**config.mk**
```make
export PLATFORM = sky130hd
export DESIGN_NAME = mem_bus_router
export DESIGN_NICKNAME = d
export VERILOG_FILES = /design/src/rtl/mem_bus_router.sv
export SDC_FILE = /design/constraint.sdc
export NUM_CORES = 1
export LEC_CHECK = 0
export ABC_AREA = 1
export BUFFER_PORTS_ARGS = -buffer_cell sky130_fd_sc_hd__buf_2
export CAP_MARGIN = 5
export CORE_AREA = 10 10 111 113
export CTS_BUF_LIST = sky130_fd_sc_hd__clkbuf_4
export CTS_CLUSTER_SIZE = 8
export DETAILED_ROUTE_END_ITERATION = 16
export DIE_AREA = 0 0 121 123
export PLACE_DENSITY = 0.73
export SYNTH_ARGS = -nofsm -noshare
export SYNTH_HDL_FRONTEND = slang
export SYNTH_SLANG_ARGS = --single-unit
```
**constraint.sdc**
```tcl
create_clock -name clk -period 4.18 [get_ports clk]
set_input_delay 0.836 -clock clk [delete_from_list [all_inputs] [get_ports clk]]
set_output_delay 0.836 -clock clk [all_outputs]
set_load 0.05 [all_outputs]
```
**src/rtl/mem_bus_router.sv**
```systemverilog
// Single-initiator address decoder/router onto N_TARGETS valid/ready targets.
// Unmapped or hung accesses complete with an error response so the core never stalls forever.
module mem_bus_router #(
   parameter int N_TARGETS      = 3,
   parameter int ADDR_WIDTH     = 32,
   parameter int DATA_WIDTH     = 32,
   parameter logic [N_TARGETS*ADDR_WIDTH-1:0] BASE_ADDRS = '0,
   parameter logic [N_TARGETS*ADDR_WIDTH-1:0] ADDR_MASKS = '0,
   parameter int TIMEOUT_CYCLES = 256,
   parameter logic [DATA_WIDTH-1:0] ERR_RDATA = DATA_WIDTH'(32'hDEADBEEF),
   localparam int WE_WIDTH      = DATA_WIDTH / 8
) (
   input  logic                            clk,
   input  logic                            rst_n,
   input  logic                            s_valid_i,
   output logic                            s_ready_o,
   input  logic [ADDR_WIDTH-1:0]           s_addr_i,
   input  logic [DATA_WIDTH-1:0]           s_wdata_i,
   input  logic [WE_WIDTH-1:0]             s_we_i,
   output logic [DATA_WIDTH-1:0]           s_rdata_o,
   output logic [N_TARGETS-1:0]            m_valid_o,
   input  logic [N_TARGETS-1:0]            m_ready_i,
   output logic [ADDR_WIDTH-1:0]           m_addr_o,
   output logic [DATA_WIDTH-1:0]           m_wdata_o,
   output logic [WE_WIDTH-1:0]             m_we_o,
   input  logic [N_TARGETS*DATA_WIDTH-1:0] m_rdata_i,
   output logic                            err_o,
   output logic                            err_cause_o,
   output logic [ADDR_WIDTH-1:0]           err_addr_o
);

   localparam int SW = (N_TARGETS > 1) ? $clog2(N_TARGETS) : 1;
   localparam int CW = (TIMEOUT_CYCLES > 0) ? $clog2(TIMEOUT_CYCLES + 1) : 1;
   localparam logic [CW-1:0] CNT_LAST = CW'((TIMEOUT_CYCLES > 0) ? TIMEOUT_CYCLES - 1 : 0);

   localparam logic [1:0] S_IDLE = 2'd0;
   localparam logic [1:0] S_BUSY = 2'd1;
   localparam logic [1:0] S_ERR  = 2'd2;

   logic [1:0]            state_q, state_d;
   logic [SW-1:0]         sel_q, sel_d;
   logic [CW-1:0]         cnt_q, cnt_d;
   logic                  err_cause_q, err_cause_d;
   logic [ADDR_WIDTH-1:0] err_addr_q, err_addr_d;

   logic                  hit;
   logic [SW-1:0]         hit_idx;
   logic                  sel_ready;
   logic [DATA_WIDTH-1:0] sel_rdata;

   // Walk downwards so the lowest-index match is the one left standing on overlap.
   always_comb begin
      hit     = 1'b0;
      hit_idx = '0;
      for (int k = N_TARGETS - 1; k >= 0; k--) begin
         if ((s_addr_i & ADDR_MASKS[k*ADDR_WIDTH +: ADDR_WIDTH]) == BASE_ADDRS[k*ADDR_WIDTH +: ADDR_WIDTH]) begin
            hit     = 1'b1;
            hit_idx = SW'(k);
         end
      end
   end

   always_comb begin
      sel_ready = 1'b0;
      sel_rdata = '0;
      for (int k = 0; k < N_TARGETS; k++) begin
         if (sel_q == SW'(k)) begin
            sel_ready = m_ready_i[k];
            sel_rdata = m_rdata_i[k*DATA_WIDTH +: DATA_WIDTH];
         end
      end
   end

   always_comb begin
      state_d     = state_q;
      sel_d       = sel_q;
      cnt_d       = cnt_q;
      err_cause_d = err_cause_q;
      err_addr_d  = err_addr_q;
      s_ready_o   = 1'b0;
      s_rdata_o   = '0;
      err_o       = 1'b0;
      case (state_q)
         S_IDLE: begin
            if (s_valid_i) begin
               if (hit) begin
                  sel_d   = hit_idx;
                  cnt_d   = '0;
                  state_d = S_BUSY;
               end else begin
                  err_cause_d = 1'b0;
                  err_addr_d  = s_addr_i;
                  state_d     = S_ERR;
               end
            end
         end
         S_BUSY: begin
            // An initiator that withdraws its request gets neither data nor an error.
            if (!s_valid_i) begin
               state_d = S_IDLE;
            end else if (sel_ready) begin
               s_ready_o = 1'b1;
               s_rdata_o = sel_rdata;
               state_d   = S_IDLE;
            end else if (TIMEOUT_CYCLES != 0 && cnt_q == CNT_LAST) begin
               err_cause_d = 1'b1;
               err_addr_d  = s_addr_i;
               state_d     = S_ERR;
            end else if (TIMEOUT_CYCLES != 0) begin
               cnt_d = cnt_q + CW'(1);
            end
         end
         S_ERR: begin
            s_ready_o = 1'b1;
            s_rdata_o = ERR_RDATA;
            err_o     = 1'b1;
            state_d   = S_IDLE;
         end
         default: state_d = S_IDLE;
      endcase
   end

   always_comb begin
      m_valid_o = '0;
      for (int k = 0; k < N_TARGETS; k++) begin
         m_valid_o[k] = (state_q == S_BUSY) && (sel_q == SW'(k));
      end
      m_we_o = (state_q == S_BUSY) ? s_we_i : '0;
   end

   assign m_addr_o    = s_addr_i;
   assign m_wdata_o   = s_wdata_i;
   assign err_cause_o = err_cause_q;
   assign err_addr_o  = err_addr_q;

   always_ff @(posedge clk or negedge rst_n) begin
      if (!rst_n) begin
         state_q     <= S_IDLE;
         sel_q       <= '0;
         cnt_q       <= '0;
         err_cause_q <= 1'b0;
         err_addr_q  <= '0;
      end else begin
         state_q     <= state_d;
         sel_q       <= sel_d;
         cnt_q       <= cnt_d;
         err_cause_q <= err_cause_d;
         err_addr_q  <= err_addr_d;
      end
   end

endmodule
```
* Yosys cells after proc, flatten, opt, wreduce, memory -nomap -nowiden
Index checks and enable logic that the tools add are counted.
** Cells by class
- Add/sub/neg operators :: 1
- Eq/ne operators :: 8
- Mux-type cells :: 18
- Bitwise operators :: 1
- Reductions and logical operators :: 5
** Operator list (number)
- two-way mux 32 bit :: 2
- one-hot mux 32 bit (2 select lines) :: 1
- two-way mux 9 bit :: 4
- one-hot mux 9 bit (2 select lines) :: 1
- adder 9 x 1 -> 9 bit (second input constant) :: 1
- equality test 9 x 8 -> 1 bit (second input constant) :: 1
- two-way mux 2 bit :: 4
- != test 2 bit (second input constant) :: 4
- AND reduction 5 bit :: 1
- two-way mux 4 bit :: 1
- != test 4 bit (second input constant) :: 1
- one-hot mux 2 bit (2 select lines) :: 1
- AND reduction 4 bit :: 1
- two-way mux 1 bit :: 3
- equality test 2 x 1 -> 1 bit (second input constant) :: 1
- equality test 2 bit (second input constant) :: 1
- zero test 2 bit :: 1
- one-hot mux 1 bit (2 select lines) :: 1
- AND reduction 2 bit :: 1
- nonzero test 2 bit :: 1
- inverter 1 bit :: 1
** Storage, ports and cells
- Register bits :: 44
- Input port bits :: 170
- Output and inout bits :: 138
- Word-level logic and storage cells :: 37

* Logic depth before layout (Yosys ltp)
Gate-level depths: netlist (run 1).
- Depth after elaboration :: 5
- Depth in mapped cells :: 14
- Gate-level depth less buffers :: 14

* Worst setup path after synthesis (run 1)
Ideal clock, no wire load.
- Kind :: register -> output
- From :: register state_q[1]
- To :: output port s_rdata_o[10]
- Data arrival time :: 2.586 ns
- Required time :: 3.344 ns
- Slack :: 0.758 ns
- Cell stages (with the launch flop) :: 7
- Buffers on the path :: 2
- Path through :: dfrtp_1 > inv_1 > ha_1 > buf_6 > nand4_2 > clkbuf_1 > o21ai_0
** On the way
- Longest elaborated chain between the ends :: 2
- Elaborated cells on any way between the ends :: 3
- Those cells by class :: 2 x eq/ne; 1 x mux
** RTL lines
- start: declaration :: line 40 : logic [1:0] state_q, state_d;
- start signal: assignment :: line 144 : state_q <= state_d;
- equality test 2 x 1 -> 1 bit
- net m_valid_o[0] :: line 21 : output logic [N_TARGETS-1:0] m_valid_o,
- one-hot mux 32 bit (2 select lines) :: line 83 : case (state_q)
- end: declaration :: line 20 : output logic [DATA_WIDTH-1:0] s_rdata_o,
The timed path passes the listed nets, and every way through them passes these cells.

* Worst setup path in the final report (run 1)
- From :: register state_q[0]
- To :: output port s_rdata_o[3]
** On the way
- Longest elaborated chain between the ends :: 2
- Elaborated cells on any way between the ends :: 3
- Those cells by class :: 2 x eq/ne; 1 x mux
** RTL lines (line)
- equality test 2 bit / equality test 2 x 1 -> 1 bit (equally long branches) :: 83
- one-hot mux 32 bit (2 select lines) (*) :: 83
Every way passes the cells marked *; elsewhere a longest branch is shown, timed or not.

==> impl_results.md, run 1 <==
- Synthesis-to-layout area growth: 18.6%
- FMAX: between 300 and 400 MHz
- Critical Path Max Stage Delay: approximately 0.44 ns
- H-tree depth: 2
- Fillers: roughly 1100
- Die Height: around 120 um
- Count of final max-slew check failures: 0
- GRT Overall Usage: approximately a tenth
- Synth Area per Inst: slightly below 8 um2
- Wire length per cell: between 10 and 15 um
- Clk slew on worst S/H paths: roughly 0.13 ns
- Critical Path Start Type: flip-flop
- WP data required: around 3.3 ns
- CTS Buf Count: 5
- Routed vias: between 2000 and 2500
- Vias/cell: a little over 4
- RSZ-0062 raised after global routing: false
- Pwr Density: 340 nW/um2
- Synth Area in Simple Gates: roughly 18%
- CP cell instances: inv_1 -> ha_1 -> nand2_1 -> and2_1 -> nor2_1 -> buf_2
- Top cells by instance count after synthesis: 67 x inv_1, 66 x buf_4, 64 x nand2_1
- Fin crit share: between 70% and 80%
- Initial DRC count: between 70 and 80
- # IOs: slightly above 300
- Placed inst area: 3390 um2
- CTS Buffer Depth: 2
- Max cap viols: 0
- R2r worst-path depth: 10
- DRC: 0
- CP Data Arrival Time: between 2 and 2.5 ns
- WS Path Type: reg -> out
- Nets: about 660
- Synthesized flop and latch total: 44
- Synthesized instance count: approximately 370
- Final clock skew: 0.0178 ns
- Width of the die: 121 um
- Largest net degree at the start of global routing: 45
- CTS tree: yes
- Worst hold path class: reg -> reg
- Die area: 14900 um2
- Initial antenna violation count: 1
- Leak: approximately 2.2 nW
- Largest family of logic cells by synthesized area: buffers and inverters
- Grt met1 use: about a tenth
- Post-CTS Setup Bufs: 0
- Setup violations, final: 0
- Hold Path Depth: 2
- First-pass GRT wire length: 12.3 mm
- Layout cells sized above 1: 43.2%
- Slowest CP cell: ha_1
- Largest fanout on the critical path: 14
- Most used DFF post-synth: dfrtp_1
- Fin util: approximately a third
- CTS Hold Buffers Added: 0
- Peak VDD IR: 269 uV
- Drt pass-1 iters: 4
- Status: complete, no violations
- Cell area after layout: approximately 3500 um2
- Clk sinks: between 40 and 50
- Synth warnings: 0
- GR Util met3: under 10%
- Routed Antenna Nets: 0
- RePlAce Congestion: between 0.7 and 0.8
- Initial core utilization: between 20% and 30%
- Final TNS setup: 0 ns
- Yosys top cell by area: dfrtp_1
- Post-CTS Resized: 0
- Cell row count: 37
- DRT Wirelength: ~8 mm
- Met2 Use GR: 15.9%
- Post-synth top area share: a little under two fifths
- Latest clock arrival within the worst-skew pair: approximately 0.34 ns
- Setup crit end kind: output pin
- Final Hold Viols: 0
- Port buffer count: around 180
- Max-slew headroom: a little over a third
- Post-synthesis adder-cell area fraction: 2.58%
- Post-synthesis mux area share: 0%
- Vias in the first global route: ~2500
- Unique masters post-synth: 29
- Slew @ Worst Pin: approximately 0.97 ns
- FFs w/ async S/R, synth: 100%
- Most common cell in the netlist: inv_1
- Fin crit period: ~3.2 ns
- Gr ovfl total: 0
- Seq/Total Area, Yosys: a little under two fifths
- Synth Area in Compound Gates: approximately 11%
- Mapped Area: ~2900 um2
- Area of the core: just over 10000 um2
- Most Crowded Layer GR: met2
- Total design power: about 1.2 mW
- Synth area leaders: dfrtp_1 38%, buf_4 17%, inv_1 8.6%
- CTS root buffer: clkbuf_4
- Post-synthesis xor/xnor area fraction: less than 1%
- DP HPWL: roughly 6.6 mm
- Number of flops mapped to enable cells by yosys: 0
-- report_power, final --
| part | total, mW | internal (mW) | switching [mW] |
|---|---|---|---|
| Clock | 0.207 | 0.0780 | 0.129 |
| Combinational | 0.511 | 0.126 | 0.385 |
| Sequential | 0.456 | 0.441 | 0.0149 |
-- critical path, delay by kind of cell (launching register included) --
kind	cells	cell delay (ns)
and+or+nand+nor	3	0.83
adders and majority gates	1	0.44
DFF	1	0.41
buffers and inverters	2	0.39
-- sequential cells by signal, summed over array words and instances, names as in the netlist --
| signal | flops |
|---|---|
| cnt_q | 9 |
| err_addr_o | 32 |
| err_cause_o | 1 |
| state_q | 2 |
-- final timing paths --
kind	start	endpoint	slack [ns]
hold reg to reg	err_cause_o$_DFFE_PN0P_	err_cause_o$_DFFE_PN0P_	0.47
setup reg to reg	cnt_q[0]$_DFFE_PN0P_	err_addr_o[11]$_DFFE_PN0P_	1.49
hold / removal	err_cause_o$_DFFE_PN0P_	err_cause_o$_DFFE_PN0P_	0.47
min in group asynchronous	rst_n	err_addr_o[15]$_DFFE_PN0P_	0.64
setup / recovery	state_q[0]$_DFFE_PN0P_	s_rdata_o[3]	0.94
max in group asynchronous	rst_n	err_addr_o[0]$_DFFE_PN0P_	2.94
-- per-stage QoR --
step	hold slack [ns]	instances	worst slack, ns
2_1_floorplan	0.481	375	0.758
3_3_place_gp	0.444	609	1.20
3_5_place_dp	0.445	609	1.22
4_1_cts	0.477	617	0.869
5_1_grt	0.515	618	0.566
6_report	0.470	618	0.937
-- cell type report --
class,instances,area (um2),share of cell area [%]
flip-flops and latches,44,1100,31.9
multi-input cells,182,950,27.5
repair buffers,177,903,26.2
inverters,70,270,7.83
well taps,136,170,4.93
clock buffers,7,52.6,1.52
clock inverters,1,3.75,0.109
diodes,1,2.50,0.0725
-- routing by layer --
metal	vias to the layer above	part of all wire, %
met5	-	0
met4	0	1.3
met3	11	18
met2	165	44
met1	1058	37
li1	1265	-
-- layout by cell type (no fill, tap or decap), types with 2 or more instances in the layout --
master and n:
o21ai_1 20, clkbuf_4 7, nor2_1 37, inv_1 67
nand2_4 3, o21ai_0 17, nand3_1 7, ha_1 6
dfrtp_1 44, xor2_1 3, buf_2 175, conb_1 2
nand2_1 64, o21ai_2 14
-- kinds of logic (layout without fill, tap and decap cells) --
kind of cell | Yosys count | in the layout
buffers and inverters | 149 | 255
AND/OR/NAND/NOR | 117 | 117
AO/OA/AOI/OAI | 54 | 54
flip-flops | 44 | 44
adder cells (fa/ha/maj) | 6 | 6
XOR/XNOR | 3 | 3
other | 1 | 3
No activity file was read; power rests on OpenSTA's default activity.
==> inputs of run 2 (changes only) <==
--- a/config.mk
+++ b/config.mk
@@ -5,7 +5,7 @@
 export SDC_FILE = /design/constraint.sdc
 export NUM_CORES = 1
 export LEC_CHECK = 0
-export ABC_AREA = 1
+export ABC_AREA = 0
 export BUFFER_PORTS_ARGS = -buffer_cell sky130_fd_sc_hd__buf_2
 export CAP_MARGIN = 5
 export CORE_AREA = 10 10 111 113
@@ -13,7 +13,7 @@
 export CTS_CLUSTER_SIZE = 8
 export DETAILED_ROUTE_END_ITERATION = 16
 export DIE_AREA = 0 0 121 123
-export PLACE_DENSITY = 0.73
+export PLACE_DENSITY = 0.72
 export SYNTH_ARGS = -nofsm -noshare
 export SYNTH_HDL_FRONTEND = slang
 export SYNTH_SLANG_ARGS = --single-unit
==> constraint.sdc (replaced) <==
create_clock -name clk -period 3 [get_ports clk]
set_input_delay 0.6 -clock clk [delete_from_list [all_inputs] [get_ports clk]]
set_output_delay 0.6 -clock clk [all_outputs]
set_load 0.05 [all_outputs]
==> impl_results.md, run 2 <==
- Initial DRC count: about 40
- Cell area after layout: ~3400 um2
- Cell mode on critical path: nand2_1
- Nets: about 560
- Routed Antenna Nets: 0
- CTS Buffer Depth: 2
- Leak: 2.07 nW
- Slew @ Worst Pin: approximately 0.99 ns
- DP Cell Count: between 500 and 600
- DRC: 0
- RePlAce Congestion: about 0.91
- Die Height: about 120 um
- Worst path depth: 5
- Port buffer count: about 180
- GRT Overall Usage: between 10 and 15%
- Setup slack after layout: approximately 0.26 ns
- WP data required: roughly 2.4 ns
- CTS tree: yes
- First-pass GRT wire length: roughly 13 mm
- FFs w/ async S/R, synth: 100%
- Critical Path Max Stage Delay: ~0.45 ns
- Synthesis-to-layout area growth: 23.6%
- Fin util: 33.3%
- Most common cell in the netlist: buf_4
- Critical Path Start Type: flip-flop
- Latest clock arrival within the worst-skew pair: between 0.3 and 0.4 ns
- Vias/cell: ~4.4
- Unique masters post-synth: 35
- Largest register FFs: 32
- Initial antenna violation count: 2
- Final Hold Viols: 0
- Yosys top cell by area: dfrtp_1
- Final clock skew: about 0.011 ns
- Worst hold path class: in -> async
- Leading cell type in the layout, fill and taps excluded: buf_2
- Count of final max-slew check failures: 0
- Initial core utilization: 27.0%
- Synthesized flop and latch total: between 40 and 50
- CP top delay family: simple AND/OR/NAND/NOR gates
- DP HPWL: 7.93 mm
- Met2 WL: approximately 4.6 mm
- Max cap viols: 0
- Setup violations, final: 0
- Post-CTS Resized: 0
- Finished Layout Cells: 520
- Post-synth top area share: 40.3%
- Clk sinks: 44
- Peak VDD IR: approximately 290 uV
- Setup crit end: s_rdata_o[28]
- Worst hold slack: just under 0.4 ns
- H-tree depth: 2
- Seq/Total Area, Yosys: 40.3%
- CTS Hold Buffers Added: 0
- DR top layer: met4
- Placed inst area: approximately 3200 um2
- CP cell instances: inv_1 -> ha_1 -> nand2_1 -> nand2_1 -> buf_2
- Synth Area per Inst: around 10 um2
- Pwr Density: between 600 and 700 nW/um2
- Final TNS setup: 0 ns
- Total design power: 2.04 mW
- Setup crit end kind: output pin
- Largest net degree at the start of global routing: between 40 and 50
- Fin crit period: 2.74 ns
- Critical path buffer and inverter count: 2
- FMAX: 364 MHz
- R2r worst-path depth: 6
- Die area: around 15000 um2
- Clk slew on worst S/H paths: around 0.14 ns
- Fin crit share: 91.5%
- Pre-CTS setup slack: between 0.5 and 0.6 ns
- Cell row count: 37
- Drt pass-1 iters: 5
- CTS root buffer: clkbuf_4
- Synth area leaders: dfrtp_1 40%, buf_4 18%, mux2_2 13%
- Synthesized instance count: between 200 and 300
- Area of the core: about 10000 um2
- RSZ-0062 raised after global routing: false
- Most used DFF post-synth: dfrtp_1
- Crit Reg-Reg Endpoint: err_addr_o[7]$_DFFE_PN0P_
- Slowest CP cell: ha_1
- Commonest cells after routing, fill and taps aside: 175 x buf_2, 44 x dfrtp_1, 32 x mux2_2, 31 x nand2_1, 22 x nor2_1
- Width of the die: 121 um
- Wire length per cell: approximately 18 um
- CP Data Arrival Time: between 2 and 2.5 ns
- Routed vias: around 2300
- Largest fanout on the critical path: 14
- Met1 wire length: between 2 and 3 mm
- # IOs: 308
- Synth warnings: 0
- Met3 WL: approximately 1.5 mm
- RR Startpoint: cnt_q[0]$_DFFE_PN0P_
- Gr ovfl total: 0
- Critical path origin: state_q[0]$_DFFE_PN0P_
- Vias in the first global route: around 2400
- Number of flops mapped to enable cells by yosys: 0
- Layout cells sized above 1: about three fifths
- Top cells by instance count after synthesis: 66 x buf_4, 44 x dfrtp_1, 32 x mux2_2
- Post-CTS Setup Bufs: 0
- Mapped Area: 2730 um2
- Max-slew headroom: between 30% and 40%
- CTS Buf Count: 5
- R2R setup slack: approximately 0.6 ns
- Status: complete, no violations
- WS Path Type: reg -> out
- DRT Wirelength: roughly 9.2 mm
run 2: report_power, final:
part	internal (mW)	switching [mW]	leakage (nW)
clock network	0.343	0.201	0.0654
logic	0.246	0.538	1.41
registers	0.648	0.0596	0.595
run 2: cells by family (layout without fill, tap and decap cells):
| kind of cell | Yosys count | in the layout | synth area share (%) |
|---|---|---|---|
| mux | 33 | 33 | 13.6 |
| other cells | 1 | 4 | 0.137 |
| simple gates | 91 | 91 | 17.7 |
| compound gates | 16 | 16 | 4.67 |
| fa+ha+maj | 6 | 6 | 2.75 |
| flops | 44 | 44 | 40.3 |
| buf+inv | 82 | 190 | 20.9 |
run 2: routing by layer:
| metal | global-route usage (%) | vias to the layer above |
|---|---|---|
| met5 | 0.658 | - |
| met4 | 5.51 | 0 |
| met2 | 20.0 | 176 |
| li1 | - | 1054 |
| met3 | 7.25 | 19 |
| met1 | 9.30 | 1055 |
run 2: how the worst min path moves through the flow:
stage | start | endpoint | cells past startpoint
after floorplan | rst_n | cnt_q[0]$_DFFE_PN0P_ | 0
after global placement | err_cause_o$_DFFE_PN0P_ | err_cause_o$_DFFE_PN0P_ | 1
after detailed placement | err_cause_o$_DFFE_PN0P_ | err_cause_o$_DFFE_PN0P_ | 1
after CTS | rst_n | err_addr_o[26]$_DFFE_PN0P_ | 1
after global routing | s_addr_i[7] | err_addr_o[7]$_DFFE_PN0P_ | 2
final | rst_n | err_addr_o[26]$_DFFE_PN0P_ | 1
run 2: cell type report:
type	instances	area (um2)
Fill cell	1058	6760
Sequential cell	44	1100
Multi-Input combinational cell	148	1070
Timing Repair Buffer	177	891
Tap cell	136	170
Clock inverter	3	90.1
Clock buffer	5	37.5
Inverter	5	18.8
Antenna cell	2	5.00
